$ cat config.mk
export PLATFORM = sky130hd
export DESIGN_NAME = dma_bridge
export DESIGN_NICKNAME = d
export VERILOG_FILES = /design/src/rtl/dma_pkg.sv /design/src/rtl/dma_regfile.sv /design/src/rtl/dma_bridge.sv
export SDC_FILE = /design/constraint.sdc
export NUM_CORES = 1
export LEC_CHECK = 0
export ABC_AREA = 1
export BUFFER_PORTS_ARGS = -buffer_cell sky130_fd_sc_hd__buf_2
export CAP_MARGIN = 30
export CORE_MARGIN = 5
export CORE_UTILIZATION = 45
export CTS_CLUSTER_DIAMETER = 120
export CTS_CLUSTER_SIZE = 12
export DETAILED_ROUTE_END_ITERATION = 16
export PLACE_DENSITY = 0.62
export SKIP_CTS_REPAIR_TIMING = 1
export SLEW_MARGIN = 0
export SYNTH_ARGS = -nofsm -noshare
export SYNTH_HDL_FRONTEND = slang
export SYNTH_SLANG_ARGS = --single-unit
$ cat constraint.sdc
create_clock -name clk -period 4.91 [get_ports clk]
set_clock_uncertainty 0.1 [all_clocks]
set_input_delay 0.491 -clock clk [delete_from_list [all_inputs] [get_ports clk]]
set_output_delay 0.491 -clock clk [all_outputs]
set_load 0.05 [all_outputs]
$ cat src/rtl/dma_pkg.sv
// dma_pkg: shared types and constants for the dma_bridge block.
//   - dma_state_e      : copy engine state encoding
//   - DMA_ADDRESS      : base of the 7-byte register window in IO space
//   - OFF_*            : register offsets inside the window
//   - CTRL_* / STAT_*  : CTRL write bits and STATUS read bits
//   - DMA_CYCLES_PER_BYTE : copy rate of the RD/CAP/WR loop
//   - in_window()      : window address decode
package dma_pkg;

    localparam logic [15:0] DMA_ADDRESS  = 16'h10C0;
    localparam logic [15:0] DMA_WIN_SIZE = 16'd7;

    localparam logic [2:0] OFF_SRC_L = 3'd0;
    localparam logic [2:0] OFF_SRC_H = 3'd1;
    localparam logic [2:0] OFF_DST_L = 3'd2;
    localparam logic [2:0] OFF_DST_H = 3'd3;
    localparam logic [2:0] OFF_LEN   = 3'd4;
    localparam logic [2:0] OFF_CTRL  = 3'd5;
    localparam logic [2:0] OFF_FILL  = 3'd6;

    localparam int CTRL_START  = 0;
    localparam int CTRL_IRQ_EN = 1;
    localparam int CTRL_ABORT  = 2;
    localparam int CTRL_FILL   = 3;

    localparam int STAT_BUSY   = 0;
    localparam int STAT_DONE   = 1;
    localparam int STAT_IRQ_EN = 2;

    localparam int DMA_CYCLES_PER_BYTE = 3;

    typedef enum logic [2:0] {
        ST_IDLE,
        ST_RD,
        ST_CAP,
        ST_WR,
        ST_FIN
    } dma_state_e;

    function automatic logic in_window(input logic [15:0] addr);
        logic [15:0] off;
        off = addr - DMA_ADDRESS;
        return (off < DMA_WIN_SIZE);
    endfunction

endpackage

$ cat src/rtl/dma_regfile.sv
// dma_regfile: register window of dma_bridge.
//   Decodes the 7-byte window, stores SRC/DST/LEN/FILL, keeps the sticky
//   done bit and irq_en, and returns register reads one cycle late.
// Ports:
//   clk, rst            : clock, async active-low reset
//   cpu_*               : CPU data port (address, write data, strobes)
//   mem_dout            : memory read data, returned when no window read
//   busy, set_done      : engine status from the FSM
//   win_hit             : current CPU address falls in the window
//   cpu_dout            : read data back to the CPU
//   start_p, abort_p    : single-cycle commands to the FSM
//   src, dst, len       : values loaded by the FSM on start (len 1..256)
//   fill_req, fill_byte : fill command and pattern (DMA_FILL_EN only)
//   irq_en              : completion pulse enable
// Build option: DMA_FILL_EN adds the FILL register and fill request.
module dma_regfile
    import dma_pkg::*;
(
    input  logic        clk,
    input  logic        rst,
    input  logic [15:0] cpu_address,
    input  logic [7:0]  cpu_din,
    input  logic        cpu_w_en,
    input  logic        cpu_r_en,
    input  logic [7:0]  mem_dout,
    input  logic        busy,
    input  logic        set_done,
    output logic        win_hit,
    output logic [7:0]  cpu_dout,
    output logic        start_p,
    output logic        abort_p,
    output logic [15:0] src,
    output logic [15:0] dst,
    output logic [8:0]  len,
`ifdef DMA_FILL_EN
    output logic        fill_req,
    output logic [7:0]  fill_byte,
`endif
    output logic        irq_en
);

    logic [7:0] src_l_q, src_l_d, src_h_q, src_h_d;
    logic [7:0] dst_l_q, dst_l_d, dst_h_q, dst_h_d;
    logic [7:0] len_q, len_d, fill_q, fill_d;
    logic       irq_en_q, irq_en_d, done_q, done_d;
    logic       rd_valid_q, rd_valid_d;
    logic [7:0] rd_data_q, rd_data_d;
    logic [2:0] off;
    logic       wr_hit, rd_hit, wr_ctrl;

    assign win_hit = in_window(cpu_address);
    assign off     = 3'(cpu_address - DMA_ADDRESS);
    assign wr_hit  = cpu_w_en & win_hit;
    assign rd_hit  = cpu_r_en & win_hit;
    assign wr_ctrl = wr_hit & (off == OFF_CTRL);

    // Abort in the same write as start cancels the start.
    assign start_p = wr_ctrl & cpu_din[CTRL_START] & ~cpu_din[CTRL_ABORT] & ~busy;
    assign abort_p = wr_ctrl & cpu_din[CTRL_ABORT] & busy;

    assign src    = {src_h_q, src_l_q};
    assign dst    = {dst_h_q, dst_l_q};
    assign len    = (len_q == 8'd0) ? 9'd256 : {1'b0, len_q};
    assign irq_en = irq_en_q;
`ifdef DMA_FILL_EN
    assign fill_req  = cpu_din[CTRL_FILL];
    assign fill_byte = fill_q;
`endif

    assign cpu_dout = rd_valid_q ? rd_data_q : mem_dout;

    always_comb begin
        src_l_d    = src_l_q;
        src_h_d    = src_h_q;
        dst_l_d    = dst_l_q;
        dst_h_d    = dst_h_q;
        len_d      = len_q;
        fill_d     = fill_q;
        irq_en_d   = irq_en_q;
        done_d     = done_q;
        rd_valid_d = rd_hit;
        rd_data_d  = 8'h00;

        if (wr_hit && !busy) begin
            case (off)
                OFF_SRC_L: src_l_d = cpu_din;
                OFF_SRC_H: src_h_d = cpu_din;
                OFF_DST_L: dst_l_d = cpu_din;
                OFF_DST_H: dst_h_d = cpu_din;
                OFF_LEN:   len_d   = cpu_din;
`ifdef DMA_FILL_EN
                OFF_FILL:  fill_d  = cpu_din;
`endif
                default: ;
            endcase
        end
        if (wr_ctrl) irq_en_d = cpu_din[CTRL_IRQ_EN];

        if (start_p)                          done_d = 1'b0;
        else if (set_done)                    done_d = 1'b1;
        else if (rd_hit && off == OFF_CTRL)   done_d = 1'b0;

        if (rd_hit) begin
            case (off)
                OFF_SRC_L: rd_data_d = src_l_q;
                OFF_SRC_H: rd_data_d = src_h_q;
                OFF_DST_L: rd_data_d = dst_l_q;
                OFF_DST_H: rd_data_d = dst_h_q;
                OFF_LEN:   rd_data_d = len_q;
                OFF_CTRL:  rd_data_d = {5'b0, irq_en_q, done_q, busy};
                OFF_FILL:  rd_data_d = fill_q;
                default:   rd_data_d = 8'h00;
            endcase
        end
    end

    always_ff @(posedge clk or negedge rst) begin
        if (!rst) begin
            src_l_q    <= 8'h00;
            src_h_q    <= 8'h00;
            dst_l_q    <= 8'h00;
            dst_h_q    <= 8'h00;
            len_q      <= 8'h00;
            fill_q     <= 8'h00;
            irq_en_q   <= 1'b0;
            done_q     <= 1'b0;
            rd_valid_q <= 1'b0;
            rd_data_q  <= 8'h00;
        end else begin
            src_l_q    <= src_l_d;
            src_h_q    <= src_h_d;
            dst_l_q    <= dst_l_d;
            dst_h_q    <= dst_h_d;
            len_q      <= len_d;
            fill_q     <= fill_d;
            irq_en_q   <= irq_en_d;
            done_q     <= done_d;
            rd_valid_q <= rd_valid_d;
            rd_data_q  <= rd_data_d;
        end
    end

endmodule

$ cat src/rtl/dma_bridge.sv
// dma_bridge: single-channel DMA engine in front of d_ram_and_io.
//   Idle: CPU accesses pass straight through to mem_*, except the
//   register window which is served locally. Busy: the engine owns the
//   bus, copies LEN bytes SRC->DST and stalls non-window CPU accesses.
// Ports:
//   clk, rst       : clock, async active-low reset
//   cpu_*          : CPU data port; cpu_dout read data, cpu_stall hold
//   mem_*          : bus toward d_ram_and_io
//   done_flag      : one-cycle completion pulse (when irq_en)
// Build option: DMA_FILL_EN adds fill mode (WR-only loop writing FILL).
//
// state | meaning
// IDLE  | pass-through, waiting for start
// RD    | read strobe at src
// CAP   | read strobe held at src, capture mem_dout into buffer
// WR    | write buffer (or FILL) to dst, advance pointers and count
// FIN   | set done, pulse done_flag if enabled
module dma_bridge
    import dma_pkg::*;
(
    input  logic        clk,
    input  logic        rst,
    input  logic [15:0] cpu_address,
    input  logic [7:0]  cpu_din,
    input  logic        cpu_w_en,
    input  logic        cpu_r_en,
    output logic [7:0]  cpu_dout,
    output logic        cpu_stall,
    output logic [15:0] mem_address,
    output logic [7:0]  mem_din,
    output logic        mem_w_en,
    output logic        mem_r_en,
    input  logic [7:0]  mem_dout,
    output logic        done_flag
);

    dma_state_e  state_q, state_d;
    logic [15:0] src_q, src_d, dst_q, dst_d;
    logic [8:0]  cnt_q, cnt_d;
    logic [7:0]  buf_q, buf_d;
    logic        busy, win_hit, start_p, abort_p, irq_en;
    logic [15:0] reg_src, reg_dst;
    logic [8:0]  reg_len;
`ifdef DMA_FILL_EN
    logic        fill_req, fill_run_q, fill_run_d;
    logic [7:0]  fill_byte;
`endif

    assign busy      = (state_q != ST_IDLE);
    assign cpu_stall = busy & (cpu_r_en | cpu_w_en) & ~win_hit;

    dma_regfile u_regfile (
        .clk         (clk),
        .rst         (rst),
        .cpu_address (cpu_address),
        .cpu_din     (cpu_din),
        .cpu_w_en    (cpu_w_en),
        .cpu_r_en    (cpu_r_en),
        .mem_dout    (mem_dout),
        .busy        (busy),
        .set_done    (state_q == ST_FIN),
        .win_hit     (win_hit),
        .cpu_dout    (cpu_dout),
        .start_p     (start_p),
        .abort_p     (abort_p),
        .src         (reg_src),
        .dst         (reg_dst),
        .len         (reg_len),
`ifdef DMA_FILL_EN
        .fill_req    (fill_req),
        .fill_byte   (fill_byte),
`endif
        .irq_en      (irq_en)
    );

    always_comb begin
        state_d     = state_q;
        src_d       = src_q;
        dst_d       = dst_q;
        cnt_d       = cnt_q;
        buf_d       = buf_q;
        mem_address = cpu_address;
        mem_din     = cpu_din;
        mem_w_en    = 1'b0;
        mem_r_en    = 1'b0;
        done_flag   = 1'b0;
`ifdef DMA_FILL_EN
        fill_run_d  = fill_run_q;
`endif

        case (state_q)
            ST_IDLE: begin
                mem_w_en = cpu_w_en & ~win_hit;
                mem_r_en = cpu_r_en & ~win_hit;
                if (start_p) begin
                    src_d   = reg_src;
                    dst_d   = reg_dst;
                    cnt_d   = reg_len;
                    state_d = ST_RD;
`ifdef DMA_FILL_EN
                    fill_run_d = fill_req;
                    if (fill_req) state_d = ST_WR;
`endif
                end
            end
            ST_RD: begin
                mem_address = src_q;
                mem_r_en    = 1'b1;
                state_d     = ST_CAP;
            end
            ST_CAP: begin
                mem_address = src_q;
                mem_r_en    = 1'b1;
                buf_d       = mem_dout;
                state_d     = ST_WR;
            end
            ST_WR: begin
                mem_address = dst_q;
                mem_din     = buf_q;
                mem_w_en    = 1'b1;
                dst_d       = dst_q + 16'd1;
                src_d       = src_q + 16'd1;
                cnt_d       = cnt_q - 9'd1;
                state_d     = (cnt_q == 9'd1) ? ST_FIN : ST_RD;
`ifdef DMA_FILL_EN
                if (fill_run_q) begin
                    mem_din = fill_byte;
                    src_d   = src_q;
                    if (cnt_q != 9'd1) state_d = ST_WR;
                end
`endif
            end
            ST_FIN: begin
                done_flag = irq_en;
                state_d   = ST_IDLE;
            end
            default: state_d = ST_IDLE;
        endcase

        // Any write on the bus this cycle still completes; only the
        // following state is cancelled.
        if (abort_p) state_d = ST_IDLE;
    end

    always_ff @(posedge clk or negedge rst) begin
        if (!rst) begin
            state_q <= ST_IDLE;
            src_q   <= 16'h0000;
            dst_q   <= 16'h0000;
            cnt_q   <= 9'd0;
            buf_q   <= 8'h00;
        end else begin
            state_q <= state_d;
            src_q   <= src_d;
            dst_q   <= dst_d;
            cnt_q   <= cnt_d;
            buf_q   <= buf_d;
        end
    end

`ifdef DMA_FILL_EN
    always_ff @(posedge clk or negedge rst) begin
        if (!rst) fill_run_q <= 1'b0;
        else      fill_run_q <= fill_run_d;
    end
`endif

endmodule

==> impl_metrics.json <==
{
  "crit_slowest_cell": "sky130_fd_sc_hd__buf_4",
  "tritoncts": "built",
  "global_route_usage_over_all_layers_pct": 23.4,
  "numPlacedInstances": 1096,
  "status": "finished, final reports clean",
  "timing.setup.critical_path_class": "flip-flop to output port",
  "max_slew_margin_pct": 45.3,
  "p_r_area_growth_vs_syn_pct": 12.5,
  "initial_utilization_pct": 45.8,
  "timing.critical_path.fanout_max": 52,
  "worst-r2r-setup-slack_ps": 2380,
  "cts-root-to-sink-buffers": 2,
  "routed_wirelength_um": 18300,
  "irDropWorstVdd_mv": 0.282,
  "rsz0062_at_grt": "no",
  "timing.critical_path.mode_cell": "sky130_fd_sc_hd__nand2_1",
  "die_width_um": 126,
  "post_drt_via_cell_ratio": 5.27,
  "mappedNetlistNets": 918,
  "nNetsFinal": 971,
  "timing.critical_path.arrival_ps": 2330,
  "final_design_area_no_fill_um2": 6790,
  "cell_depth_of_the_worst_flop_to_flop_path": 7,
  "worst-endpoint-required_ps": 4320,
  "antenna_left": 0,
  "port_buffers": 71,
  "globalplace.congestion": 0.883,
  "final_cell_count_no_fill": 1112,
  "slew_violations": 0,
  "finalPower_w": 0.00300,
  "detailroute.via_count": 5860,
  "cts_inserted_buffers": 9,
  "most-common-layout-cells": "sky130_fd_sc_hd__nand2_1, sky130_fd_sc_hd__dfrtp_1, sky130_fd_sc_hd__o21ai_0",
  "p_leak_nw": 3.44,
  "tightest_slew_ps": 820,
  "cts_root_buffer": "sky130_fd_sc_hd__clkbuf_16",
  "post-route-period-util_pct": 59.4,
  "crit_chain": "nand2_1 -> nor2_4 -> inv_2 -> buf_4 -> nand2_1 -> buf_2",
  "post_drt_wl_per_cell_um": 16.5,
  "tritoncts_num_sinks": 103,
  "clkLatencyLatePin_ps": 360,
  "antennaDiodeCount": 0,
  "syn-mean-instance-area_um2": 6.87,
  "synth_area_um2": 6030,
  "p_per_area_nw_per_um2": 442,
  "yosysWarnings": 0,
  "final_common_cell": "sky130_fd_sc_hd__nand2_1",
  "finalSetupViolCount": 0,
  "crit_path_start_kind": "flip-flop",
  "final_period_minus_worst_setup_slack_ps": 2920,
  "regToRegEndpoint": "src_q[14]",
  "end_kind": "output port",
  "place_area_um2": 6510,
  "timing.hold.worst.class": "primary input to async pin",
  "fp.coreArea_um2": 13200,
  "synthesis.instances": 878,
  "drt-initial-drc-count": 615,
  "row_count": 42,
  "antenna_found_initial": 0,
  "overflow_after_grt": 0,
  "total_die_area_um2": 15800,
  "ios": 72,
  "ys_seq_elements": 103,
  "grt_pass1_wl_um": 29600,
  "r2r_start": "state_q[0]",
  "die_h_um": 126,
  "final_layout_size_suffix_gt1_share_pct": 11.3,
  "netlist-cell-type-count": 32,
  "h-tree-depth": 3,
  "setup_total_negative_slack_ps": 0,
  "synth_sequential_area_ratio_pct": 42.7,
  "detail_route.first_pass.iterations": 5,
  "vias_in_the_first_global_route": 5477,
  "worst_path_largest_cell_delay_ps": 570,
  "dpl.hpwl_um": 13100,
  "timing_hold_violations_final": 0,
  "path_clk_slew_ps": 70,
  "grt_max_degree": 64,
  "max_cap_viol_count": 0,
  "drt_drc": 0,
  "highest_achievable_clock_rate_mhz": 343
}
-- per-layer routing --
metal | track usage [%] | vias to the layer above | routed length (µm)
met4 | 6.56 | 0 | 371
met5 | 0 | - | 0
li1 | - | 2947 | -
met1 | 35.8 | 2684 | 9200
met3 | 4.28 | 25 | 1120
met2 | 34.0 | 204 | 7630
-- power breakdown --
part | total, W | switching [W] | internal [W] | leakage, nW
sequential | 0.00101 | 0.0000712 | 0.000937 | 1.40
combinational | 0.00131 | 0.00101 | 0.000293 | 1.89
clock | 0.000685 | 0.000317 | 0.000369 | 0.142
total | 0.00300 | 0.00140 | 0.00160 | 3.44
-- through the flow --
stage	hold slack, ps	worst slack (ps)	utilization, %
floorplan	95.4	2320	-
global placement	367	2380	49.4
detailed placement	374	2340	49.4
CTS	42.2	1990	51.5
global route	71.3	1820	51.5
finish	15.2	1990	51.5
-- worst max path at each step --
stage                     slack [ps]       startpoint              end  cells after the start
final                           1990       state_q[0]         mem_w_en                      6
after global routing            1820       state_q[0]         mem_w_en                      6
after CTS                       1990       state_q[1]         mem_w_en                      6
after detailed placement        2340  cpu_address[11]         src_q[8]                     11
after global placement          2380       state_q[1]         mem_w_en                      6
after floorplan                 2320       state_q[0]  mem_address[10]                      6
-- cell usage after synthesis --
library cell | count | area share, %
sky130_fd_sc_hd__a21oi_1 | 20 | 1.7
sky130_fd_sc_hd__a22oi_1 | 11 | 1.4
sky130_fd_sc_hd__a31o_2 | 1 | 0.15
sky130_fd_sc_hd__a31oi_1 | 6 | 0.62
sky130_fd_sc_hd__and2_1 | 1 | 0.10
sky130_fd_sc_hd__buf_1 | 4 | 0.25
sky130_fd_sc_hd__buf_2 | 9 | 0.75
sky130_fd_sc_hd__buf_4 | 1 | 0.12
sky130_fd_sc_hd__clkbuf_1 | 20 | 1.2
sky130_fd_sc_hd__clkinv_1 | 1 | 0.062
sky130_fd_sc_hd__dfrtp_1 | 103 | 43
sky130_fd_sc_hd__ha_1 | 4 | 0.83
sky130_fd_sc_hd__inv_1 | 80 | 5.0
sky130_fd_sc_hd__inv_2 | 1 | 0.062
sky130_fd_sc_hd__nand2_1 | 332 | 21
sky130_fd_sc_hd__nand3_1 | 79 | 6.6
sky130_fd_sc_hd__nand3_2 | 6 | 1.0
sky130_fd_sc_hd__nand3b_1 | 1 | 0.12
sky130_fd_sc_hd__nand4_1 | 9 | 0.93
sky130_fd_sc_hd__nand4_4 | 1 | 0.35
sky130_fd_sc_hd__nor2_1 | 58 | 3.6
sky130_fd_sc_hd__nor2_2 | 2 | 0.21
sky130_fd_sc_hd__nor2_8 | 1 | 0.33
sky130_fd_sc_hd__nor3_1 | 6 | 0.50
sky130_fd_sc_hd__nor4_1 | 2 | 0.21
sky130_fd_sc_hd__o211ai_1 | 2 | 0.25
sky130_fd_sc_hd__o21ai_0 | 101 | 8.4
sky130_fd_sc_hd__o21ai_1 | 1 | 0.083
sky130_fd_sc_hd__o22ai_1 | 3 | 0.31
sky130_fd_sc_hd__or2_2 | 3 | 0.31
sky130_fd_sc_hd__xnor2_1 | 1 | 0.15
sky130_fd_sc_hd__xor2_1 | 8 | 1.2
-- cells by family (layout without fill, tap and decap cells) --
| family | Yosys count | after routing | synth area share, % |
|---|---|---|---|
| buf+inv | 116 | 174 | 7.46 |
| simple gates | 501 | 501 | 34.9 |
| fa+ha+maj | 4 | 4 | 0.829 |
| xor+xnor | 9 | 9 | 1.31 |
| flops | 103 | 103 | 42.7 |
| compound gates | 145 | 145 | 12.8 |
-- final cells by class --
cell class / count / area, µm²
clock inverters: 4 / 20.0
flip-flops and latches: 103 / 2580
clock buffers: 12 / 256
well taps: 176 / 220
fillers: 1368 / 6400
multi-input cells: 659 / 3010
inverters: 82 / 308
repair buffers: 76 / 395
-- sequential cells by signal, indices dropped and copies added, names as in the netlist --
signal / flops
dst_q: 16
src_q: 16
cnt_q: 9
buf_q: 8
u_regfile.dst_h_q: 8
u_regfile.dst_l_q: 8
u_regfile.len_q: 8
u_regfile.rd_data_q: 8
u_regfile.src_h_q: 8
u_regfile.src_l_q: 8
state_q: 3
u_regfile.done_q: 1
u_regfile.irq_en: 1
u_regfile.rd_valid_q: 1
-- worst max-delay path: cells and delay by family, from the launching register on --
family	cells	cell delay, ps
DFF	1	390
and+or+nand+nor	3	260
buffers and inverters	3	1290
Power figures use the tool's default switching activity.
